## config.mk

```make
export PLATFORM = sky130hd
export DESIGN_NAME = maple_rx_deframer
export DESIGN_NICKNAME = d
export VERILOG_FILES = /design/src/rtl/maple_pkg.sv /design/src/rtl/maple_line_sync.sv /design/src/rtl/maple_rx_deframer.sv
export SDC_FILE = /design/constraint.sdc
export NUM_CORES = 1
export LEC_CHECK = 0
export BUFFER_PORTS_ARGS = -buffer_cell sky130_fd_sc_hd__buf_4
export CAP_MARGIN = 20
export CORE_MARGIN = 2
export CORE_UTILIZATION = 35
export DETAILED_ROUTE_END_ITERATION = 7
export PLACE_DENSITY = 0.57
export SYNTH_ARGS = -nofsm -noshare
export SYNTH_HDL_FRONTEND = slang
export SYNTH_SLANG_ARGS = --single-unit
```

## constraint.sdc

```tcl
create_clock -name aclk -period 1.8 [get_ports aclk]
set_input_delay 0.36 -clock aclk [delete_from_list [all_inputs] [get_ports aclk]]
set_output_delay 0.36 -clock aclk [all_outputs]
set_load 0.01 [all_outputs]
```

## src/rtl/maple_pkg.sv

```systemverilog
// Shared types and protocol constants for the Maple bus receive path.
package maple_pkg;

  typedef enum logic [1:0] {
    ST_IDLE,
    ST_START,
    ST_DATA,
    ST_END
  } state_e;

  localparam int START_B_PULSES = 4;
  localparam int END_A_PULSES   = 2;
  localparam int BYTE_BITS      = 8;
  localparam int BIT_W          = $clog2(BYTE_BITS);

  typedef logic [2:0] pulse_cnt_t;

  // Saturating so a long run of stray pulses can never wrap back onto a legal count.
  function automatic pulse_cnt_t pulse_inc(input pulse_cnt_t c);
    return (c == '1) ? c : c + 3'd1;
  endfunction

endpackage

```

## src/rtl/maple_line_sync.sv

```systemverilog
// Pin synchronizer for one Maple line with registered level and rise/fall strobes.
module maple_line_sync #(
  parameter int SYNC_STAGES = 2
) (
  input  logic aclk,
  input  logic aresetn,
  input  logic i_pin,
  output logic o_level,
  output logic o_rise,
  output logic o_fall
);

  logic [SYNC_STAGES-1:0] r_sync;
  logic                   r_level;
  logic                   r_rise;
  logic                   r_fall;
  logic                   w_sync;

  assign w_sync = r_sync[SYNC_STAGES-1];

  always_ff @(posedge aclk or negedge aresetn) begin
    if (!aresetn) begin
      // NOTE: the chain resets to 1 (bus idles high) so leaving reset never fakes a falling edge.
      r_sync  <= '1;
      r_level <= 1'b1;
      r_rise  <= 1'b0;
      r_fall  <= 1'b0;
    end else begin
      // NOTE: non-blocking so each stage takes the previous stage's old value, one stage per clock.
      r_sync  <= {r_sync[SYNC_STAGES-2:0], i_pin};
      r_level <= w_sync;
      r_rise  <= ~r_level & w_sync;
      r_fall  <= r_level & ~w_sync;
    end
  end

  assign o_level = r_level;
  assign o_rise  = r_rise;
  assign o_fall  = r_fall;

endmodule

```

## src/rtl/maple_rx_deframer.sv

```systemverilog
// Maple bus receive deframer: decodes start/data/end patterns into an 8-bit AXI-Stream master.
module maple_rx_deframer
  import maple_pkg::*;
#(
  parameter int SYNC_STAGES    = 2,
  parameter int TIMEOUT_CYCLES = 1000,
  parameter int TO_W           = 10
) (
  input  logic       aclk,
  input  logic       aresetn,
  input  logic       sdcka_in,
  input  logic       sdckb_in,
  input  logic       enable,
  output logic       m_axis_tvalid,
  output logic [7:0] m_axis_tdata,
  output logic       m_axis_tstrb,
  output logic       m_axis_tlast,
  input  logic       m_axis_tready,
  output logic       receiving,
  output logic       frame_error,
  output logic       overrun
);

  logic w_a_lvl, w_a_rise, w_a_fall;
  logic w_b_lvl, w_b_rise, w_b_fall;

  maple_line_sync #(.SYNC_STAGES(SYNC_STAGES)) u_sync_a (
    .aclk    (aclk),
    .aresetn (aresetn),
    .i_pin   (sdcka_in),
    .o_level (w_a_lvl),
    .o_rise  (w_a_rise),
    .o_fall  (w_a_fall)
  );

  maple_line_sync #(.SYNC_STAGES(SYNC_STAGES)) u_sync_b (
    .aclk    (aclk),
    .aresetn (aresetn),
    .i_pin   (sdckb_in),
    .o_level (w_b_lvl),
    .o_rise  (w_b_rise),
    .o_fall  (w_b_fall)
  );

  state_e               r_state;
  pulse_cnt_t           r_pcnt;
  logic [BIT_W-1:0]     r_bit;
  logic [BYTE_BITS-2:0] r_shift;
  logic [7:0]           r_hold;
  logic                 r_hold_full;
  logic [TO_W-1:0]      r_to_cnt;
  logic                 r_frame_error;
  logic                 r_tvalid;
  logic [7:0]           r_tdata;
  logic                 r_tlast;
  logic                 r_overrun;

  logic w_active, w_any_edge, w_both_fall, w_to_hit, w_ok;
  logic w_push_mid, w_push_end, w_push;

  assign w_active    = (r_state != ST_IDLE);
  assign w_any_edge  = w_a_rise | w_a_fall | w_b_rise | w_b_fall;
  assign w_both_fall = w_a_fall & w_b_fall;
  assign w_to_hit    = w_active && !w_any_edge && (r_to_cnt == TO_W'(TIMEOUT_CYCLES - 1));
  assign w_ok        = w_active && enable && !w_both_fall && !w_to_hit;

  // The held byte leaves either when the next byte starts (not last) or on a clean end pattern (last).
  assign w_push_mid = w_ok && (r_state == ST_DATA) && w_a_fall && (r_bit == '0) && r_hold_full;
  assign w_push_end = w_ok && (r_state == ST_END) && w_b_rise &&
                      (r_pcnt == pulse_cnt_t'(END_A_PULSES)) && r_hold_full;
  assign w_push     = w_push_mid | w_push_end;

  always_ff @(posedge aclk or negedge aresetn) begin
    if (!aresetn) begin
      r_to_cnt <= '0;
    end else if (!w_active || w_any_edge) begin
      r_to_cnt <= '0;
    end else begin
      r_to_cnt <= r_to_cnt + TO_W'(1);
    end
  end

  always_ff @(posedge aclk or negedge aresetn) begin
    if (!aresetn) begin
      r_state       <= ST_IDLE;
      r_pcnt        <= '0;
      r_bit         <= '0;
      r_shift       <= '0;
      r_hold        <= '0;
      r_hold_full   <= 1'b0;
      r_frame_error <= 1'b0;
    end else begin
      r_frame_error <= 1'b0;
      if (r_state == ST_IDLE) begin
        if (enable && w_a_fall && w_b_lvl) begin
          r_state <= ST_START;
          r_pcnt  <= '0;
        end
      end else if (!enable) begin
        r_state     <= ST_IDLE;
        r_hold_full <= 1'b0;
      end else if (w_both_fall || w_to_hit) begin
        r_frame_error <= 1'b1;
        r_state       <= ST_IDLE;
        r_hold_full   <= 1'b0;
      end else begin
        case (r_state)
          ST_START: begin
            if (w_b_fall) r_pcnt <= pulse_inc(r_pcnt);
            if (w_a_rise) begin
              if (r_pcnt == pulse_cnt_t'(START_B_PULSES)) begin
                r_state <= ST_DATA;
                r_bit   <= '0;
              end else begin
                r_frame_error <= 1'b1;
                r_state       <= ST_IDLE;
              end
            end
          end
          ST_DATA: begin
            // Even bits are clocked by A (data on B), odd bits by B (data on A).
            if (w_a_fall) begin
              if (r_bit[0]) begin
                r_frame_error <= 1'b1;
                r_state       <= ST_IDLE;
                r_hold_full   <= 1'b0;
              end else begin
                r_shift <= {r_shift[BYTE_BITS-3:0], w_b_lvl};
                r_bit   <= r_bit + BIT_W'(1);
                if (r_bit == '0) r_hold_full <= 1'b0;
              end
            end else if (w_b_fall) begin
              if (r_bit == '0) begin
                if (w_a_lvl) begin
                  r_state <= ST_END;
                  r_pcnt  <= '0;
                end else begin
                  r_frame_error <= 1'b1;
                  r_state       <= ST_IDLE;
                  r_hold_full   <= 1'b0;
                end
              end else if (!r_bit[0]) begin
                r_frame_error <= 1'b1;
                r_state       <= ST_IDLE;
                r_hold_full   <= 1'b0;
              end else if (r_bit == BIT_W'(BYTE_BITS - 1)) begin
                r_hold      <= {r_shift, w_a_lvl};
                r_hold_full <= 1'b1;
                r_bit       <= '0;
              end else begin
                r_shift <= {r_shift[BYTE_BITS-3:0], w_a_lvl};
                r_bit   <= r_bit + BIT_W'(1);
              end
            end
          end
          ST_END: begin
            if (w_a_fall) r_pcnt <= pulse_inc(r_pcnt);
            if (w_b_rise) begin
              r_state     <= ST_IDLE;
              r_hold_full <= 1'b0;
              if (r_pcnt != pulse_cnt_t'(END_A_PULSES)) r_frame_error <= 1'b1;
            end
          end
          default: r_state <= ST_IDLE;
        endcase
      end
    end
  end

  always_ff @(posedge aclk or negedge aresetn) begin
    if (!aresetn) begin
      r_tvalid  <= 1'b0;
      r_tdata   <= '0;
      r_tlast   <= 1'b0;
      r_overrun <= 1'b0;
    end else if (w_push) begin
      if (!r_tvalid || m_axis_tready) begin
        r_tvalid <= 1'b1;
        r_tdata  <= r_hold;
        r_tlast  <= w_push_end;
      end else begin
        r_overrun <= 1'b1;
      end
    end else if (m_axis_tready) begin
      r_tvalid <= 1'b0;
    end
  end

  assign m_axis_tvalid = r_tvalid;
  assign m_axis_tdata  = r_tdata;
  assign m_axis_tstrb  = 1'b1;
  assign m_axis_tlast  = r_tlast;
  assign receiving     = w_active;
  assign frame_error   = r_frame_error;
  assign overrun       = r_overrun;

endmodule

```

==> impl_metrics.json, run 1 <==
{
  "grt-ovfl-total": 0,
  "r2r-start": "r_state[1]$_DFFE_PN0P_",
  "slowest_delay_ps": 490,
  "critPathLaunchType": "register",
  "die_x_um": 94.48,
  "clock_sinks": 56,
  "period_needed_ps": 1929,
  "path_cells": "ha_4 > buf_4 > inv_1 > nor2_4 > a41o_1 > o21bai_4 > mux2_4",
  "status": "complete, but fails checks",
  "ant_nets": 0,
  "leakage_nw": 1.922,
  "grt_pass1_wl_um": 10720,
  "drive_gt1_frac": 0.5000,
  "critPathArrivalTime_ps": 2130,
  "synth_common_cells": "dfrtp_1, mux2_2, nor2_1, ha_1, nand2_1",
  "antenna_cells": 0,
  "fin_setup_tns_ps": -2123,
  "ys_types": 57,
  "synthCells": 242,
  "initial_core_util": 0.3541,
  "grt_pass1_vias": 2211,
  "max_cap_violations": 0,
  "htreeDepth": 2,
  "synth_warnings": 0,
  "hold_path_class": "in -> reg",
  "whs_endpoint": "u_sync_b.r_sync[0]$_DFF_PN1_",
  "rr_worst_depth": 7,
  "synth_nets": 264,
  "wl_um": 6496,
  "crit_fanout": 5,
  "vias_per_cell": 5.016,
  "gp_congestion": 0.9330,
  "synthArstFlopShare": 1.000,
  "worstSkewPairLatency_ps": 310,
  "root_buffer": "clkbuf_8",
  "synth-edff-count": 0,
  "cts_buffers": 5,
  "rows": 33,
  "ios": 20,
  "failed_checks": "negative setup slack",
  "hp-start": "sdckb_in",
  "dp_hpwl_um": 4640,
  "critPathRequiredTime_ps": 2010,
  "antenna_found_initial": 0,
  "rsz0062_at_grt": "true",
  "synth_area_leaders": "dfrtp_1, mux2_2, ha_1, dfstp_2, nor2_1",
  "num-nets-final": 351,
  "fin_area_um2": 4016,
  "fillers": 729,
  "wl_per_cell_um": 14.93,
  "clock.fmax_mhz": 518.3,
  "cts_tree": "yes",
  "rr_endpoint": "r_state[1]$_DFFE_PN0P_",
  "area.sequential_um2": 1411,
  "synth_top_area_cell": "dfrtp_1",
  "crit_slowest_cell": "dfrtp_2",
  "drt_pass1_iterations": 4,
  "setup_viol": 32,
  "finalHoldViolations": 0,
  "r2r_slack_ps": -130,
  "period_share": 1.072,
  "synth_ff_type": "dfrtp_1",
  "synth-seq-area-share": 0.4917,
  "multi_input_area_um2": 1614,
  "die-area_um2": 8926,
  "maxSlewViolCount": 0,
  "core_area_um2": 8093,
  "syn-cell-area_um2": 2865,
  "dpl_cell_area_um2": 3575,
  "drt-initial-drc-count": 88,
  "p_total_w": 0.003487,
  "layout_setup_ws_ps": -129.4,
  "die_h_um": 94.48,
  "yosysMostFrequentCell": "dfrtp_1",
  "dr_total_vias": 2182,
  "grt.total_usage": 0.1523,
  "skew_ps": 10.60,
  "worstSetupEndpointType": "register",
  "synth.top_cell.area_share": 0.4367,
  "cts_buffer_depth": 2,
  "power_density_nw_per_um2": 868.3,
  "synth-seq-cells": 56,
  "crit_buf_inv": 2,
  "clkTransAtPathRegs_ps": 110,
  "ir_worst_vdd_mv": 0.4108,
  "area_growth_pct": 40.17,
  "avgSynthCellArea_um2": 11.84,
  "drc": 0,
  "hold_depth": 1,
  "crit_cells": 7,
  "port_buffers": 18,
  "critPathTopFamily": "flip-flops",
  "grt_max_degree": 45,
  "critPathKind": "reg -> reg",
  "post-route-util": 0.4963
}
[area by class of cell]
cell class                      count  area share
Clock inverter                      2    0.009657
Multi-Input combinational cell    168      0.4019
Sequential cell                    56      0.3514
Inverter                           11     0.01215
Tap cell                          105     0.03271
Clock buffer                        6     0.01807
Timing Repair Buffer               87      0.1741
[registers in the layout, summed over array words and instances (netlist names)]
| signal | cells |
|---|---|
| r_shift | 7 |
| u_sync_b.o_level | 1 |
| r_hold_full | 1 |
| u_sync_b.r_sync | 2 |
| u_sync_a.r_sync | 2 |
| u_sync_a.o_fall | 1 |
| m_axis_tvalid | 1 |
| overrun | 1 |
| m_axis_tlast | 1 |
| r_hold | 8 |
| u_sync_a.o_rise | 1 |
| frame_error | 1 |
| u_sync_b.o_rise | 1 |
| r_bit | 3 |
| r_pcnt | 3 |
| u_sync_a.o_level | 1 |
| u_sync_b.o_fall | 1 |
| r_state | 2 |
| r_to_cnt | 10 |
| m_axis_tdata | 8 |
[placed cells by master (no fill, tap or decap), drive strengths merged, types with 2 or more instances in the layout]
cell type and n:
nor3 2, o21ai 5, nand2b 4, ha 16
mux2 26, nand3 6, xor2 3, and3 6
nand4b 2, dfstp 6, nand2 12, nand4 6
nand3b 2, nor2 21, a22o 4, dfrtp 50
a2111oi 2, buf 86, o21bai 2, a21oi 6
a21o 2, o211ai 2, and2 2, inv 12
nor3b 2, xnor2 6, a41o 2, nor2b 10
a211oi 2, clkbuf 6
[through the flow]
step	cells	hold slack [ps]	setup slack (ps)
after floorplan	242	64.41	-169.2
after global placement	414	227.1	-167.7
after detailed placement	414	229.2	-207.6
after CTS	432	143.5	-108.0
after global routing	435	131.9	-228.7
final	435	155.4	-129.4
[metal layers]
metal / wire length (µm) / track usage / share of wire / vias up
met1: 3020 / 0.2150 / 0.46 / 1092
li1: - / - / - / 1033
met3: 195 / 0.02394 / 0.030 / 9
met4: 106 / 0.03986 / 0.016 / 0
met2: 3174 / 0.2452 / 0.49 / 48
met5: 0 / 0 / 0 / -
[worst max path at each step]
stage / start / to / slack (ps)
2_1_floorplan: r_state[0]$_DFFE_PN0P_ / r_state[1]$_DFFE_PN0P_ / -170
3_3_place_gp: r_bit[0]$_DFFE_PN0P_ / m_axis_tdata[1]$_DFFE_PN0P_ / -170
3_5_place_dp: r_to_cnt[0]$_DFF_PN0_ / m_axis_tdata[5]$_DFFE_PN0P_ / -210
4_1_cts: r_state[1]$_DFFE_PN0P_ / r_state[1]$_DFFE_PN0P_ / -110
5_1_grt: r_state[0]$_DFFE_PN0P_ / m_axis_tdata[5]$_DFFE_PN0P_ / -230
6_report: r_state[1]$_DFFE_PN0P_ / r_state[1]$_DFFE_PN0P_ / -130
[what timing repair did]
action | in CTS | in global routing
cloned | 0 | 0
resized for setup | 32 | 23
hold buffers | 1 | 0
setup buffers | 10 | 4
pin swaps | 16 | 8
endpoints found under the hold margin | 12 | 0
setup endpoints to repair | 34 | 36
[cell families after synthesis]
group	synth area share
buffers and inverters	0.03013
adder cells (fa/ha/maj)	0.06987
AO/OA/AOI/OAI	0.1087
other	0.001309
AND/OR/NAND/NOR	0.1659
multiplexers	0.1048
XOR/XNOR	0.02751
flip-flops	0.4917
[where the power goes]
part / internal [W] / switching, W / leakage [nW]
Sequential: 0.00134 / 0.0000555 / 0.748
Clock: 0.000422 / 0.000429 / 0.0558
Combinational: 0.000669 / 0.000576 / 1.12
No activity file was read; power rests on OpenSTA's default activity.
==> run 2, diff against run 1 <==
PLACE_DENSITY = default   (was 0.57)
PLACE_DENSITY_LB_ADDON = 0.12   (was default)
SLEW_MARGIN = 20   (was default)
clock period = 1.87 ns   (was 1.8 ns; I/O delays follow)
==> run 2 against run 1 <==
The run still ends with negative setup slack left; maximum frequency up 0.96%; first-iteration DRC count up 16%; sequential cell count unchanged; largest power group unchanged.
==> impl_metrics.json, run 2 (synthesis results as in run 1) <==
{
  "worstSkewPairLatency_ps": 310,
  "rows": 33,
  "critPathTopFamily": "flip-flops",
  "crit_slowest_cell": "dfrtp_2",
  "wl_per_cell_um": 14.92,
  "hold_path_class": "in -> async",
  "vias_per_cell": 4.924,
  "failed_checks": "negative setup slack",
  "initial_core_util": 0.3541,
  "largest_register": "r_to_cnt",
  "cts_tree": "yes",
  "fin_setup_tns_ps": -174.2,
  "clock_sinks": 56,
  "whs_ps": 33.16,
  "period_share": 1.022,
  "wl_um": 6297,
  "dp_worst_setup_slack_ps": -114.4,
  "clkTransAtPathRegs_ps": 110,
  "rsz0062_at_grt": "true",
  "layout_common_cells": "buf_4, dfrtp_1, mux2_4, nor2_1, nand2_1",
  "largest_register_ffs": 10,
  "postCtsHoldBufs": 0,
  "dr_total_vias": 2078,
  "crit_buf_inv": 1,
  "critPathKind": "reg -> reg",
  "critPathArrivalTime_ps": 2100,
  "p_total_w": 0.003075,
  "drc": 0,
  "htreeDepth": 2,
  "slowest_delay_ps": 450,
  "grt_pass1_wl_um": 10290,
  "period_needed_ps": 1911,
  "drt_pass1_iterations": 5,
  "cts_buffer_depth": 2,
  "status": "complete, but fails checks",
  "cts_buffers": 5,
  "max_cap_violations": 0,
  "critPathRequiredTime_ps": 2060,
  "ir_worst_vdd_mv": 0.4153,
  "ios": 20,
  "critPathLaunchType": "register",
  "worstSetupEndpointType": "register",
  "leakage_nw": 1.860,
  "drive_gt1_frac": 0.4795,
  "port_buffers": 18,
  "layout_setup_ws_ps": -41.11,
  "fin_area_um2": 3864,
  "antenna_cells": 0,
  "grt.total_usage": 0.1493,
  "ant_nets": 0,
  "drt-initial-drc-count": 102,
  "die_h_um": 94.48,
  "dp_hpwl_um": 4459,
  "layout_commonest_cell": "buf_4",
  "grt_max_degree": 57,
  "num-nets-final": 338,
  "crit_fanout": 6,
  "dpl_cell_area_um2": 3477,
  "die_x_um": 94.48,
  "die-area_um2": 8926,
  "grt-ovfl-total": 0,
  "gp_congestion": 0.8545,
  "maxSlewViolCount": 0,
  "skew_ps": 16.16,
  "antenna_found_initial": 0,
  "clock.fmax_mhz": 523.3,
  "power_density_nw_per_um2": 796.0,
  "finalHoldViolations": 0,
  "grt_pass1_vias": 2082,
  "area_growth_pct": 34.85,
  "core_area_um2": 8093,
  "root_buffer": "clkbuf_8",
  "path_cells": "inv_4 > ha_4 > nor3_4 > nand4_4 > a41o_1 > o21bai_4 > mux2_4",
  "setup_viol": 11
}
==> run 2: changes by cell type in the layout (fill, tap and decap cells not counted), sizes merged <==
cell and change:
buf -12, clkinv +2, bufinv -1, clkbuf -1, dlygate4sd3 -1
==> run 2: worst paths after layout <==
| kind | start | end | slack [ps] | cells past startpoint |
|---|---|---|---|---|
| setup / recovery | r_state[1]$_DFFE_PN0P_ | r_state[1]$_DFFE_PN0P_ | -40 | 7 |
| hold / removal | aresetn | r_to_cnt[4]$_DFF_PN0_ | 30 | 2 |
| setup reg to reg | r_state[1]$_DFFE_PN0P_ | r_state[1]$_DFFE_PN0P_ | -40 | 7 |
| hold reg to reg | u_sync_a.r_sync[0]$_DFF_PN1_ | u_sync_a.r_sync[1]$_DFF_PN1_ | 360 | 0 |
| max in group asynchronous | aresetn | u_sync_a.r_sync[0]$_DFF_PN1_ | 1530 | 2 |
| min in group aclk | sdckb_in | u_sync_b.r_sync[0]$_DFF_PN1_ | 160 | 1 |
==> run 2: cell type report <==
| class | count | area (µm²) |
|---|---|---|
| multi-input cells | 168 | 1565 |
| clock buffers | 5 | 68.82 |
| well taps | 105 | 131.4 |
| inverters | 11 | 48.80 |
| repair buffers | 74 | 603.1 |
| fillers | 762 | 4229 |
| clock inverters | 3 | 33.78 |
| flip-flops and latches | 56 | 1413 |
==> run 2: what timing repair did <==
item                                    in CTS  in global routing
buffers inserted                             7                  4
gates resized for setup                     15                 40
pin swaps                                    9                  8
endpoints found under the setup margin      31                 35
==> run 2: power by group <==
group / switching [W] / internal [W] / total, W
clock: 0.000436 / 0.000283 / 0.000719
combinational: 0.000488 / 0.000515 / 0.00100
sequential: 0.0000645 / 0.00129 / 0.00135
==> run 2: metal layers <==
| metal | global-route usage | vias up | wire length, µm |
|---|---|---|---|
| met5 | 0 | - | 0 |
| met4 | 0.05556 | 0 | 127 |
| met3 | 0.03512 | 10 | 183 |
| met2 | 0.2321 | 27 | 2964 |
| met1 | 0.2031 | 1035 | 3021 |
| li1 | - | 1006 | - |
==> run 2: metrics by stage <==
stage / std cells / util
final: 422 / 0.4774
after global routing: 422 / 0.4774
after CTS: 418 / 0.4567
after detailed placement: 403 / 0.4297
after global placement: 403 / 0.4297
after floorplan: 242 / -
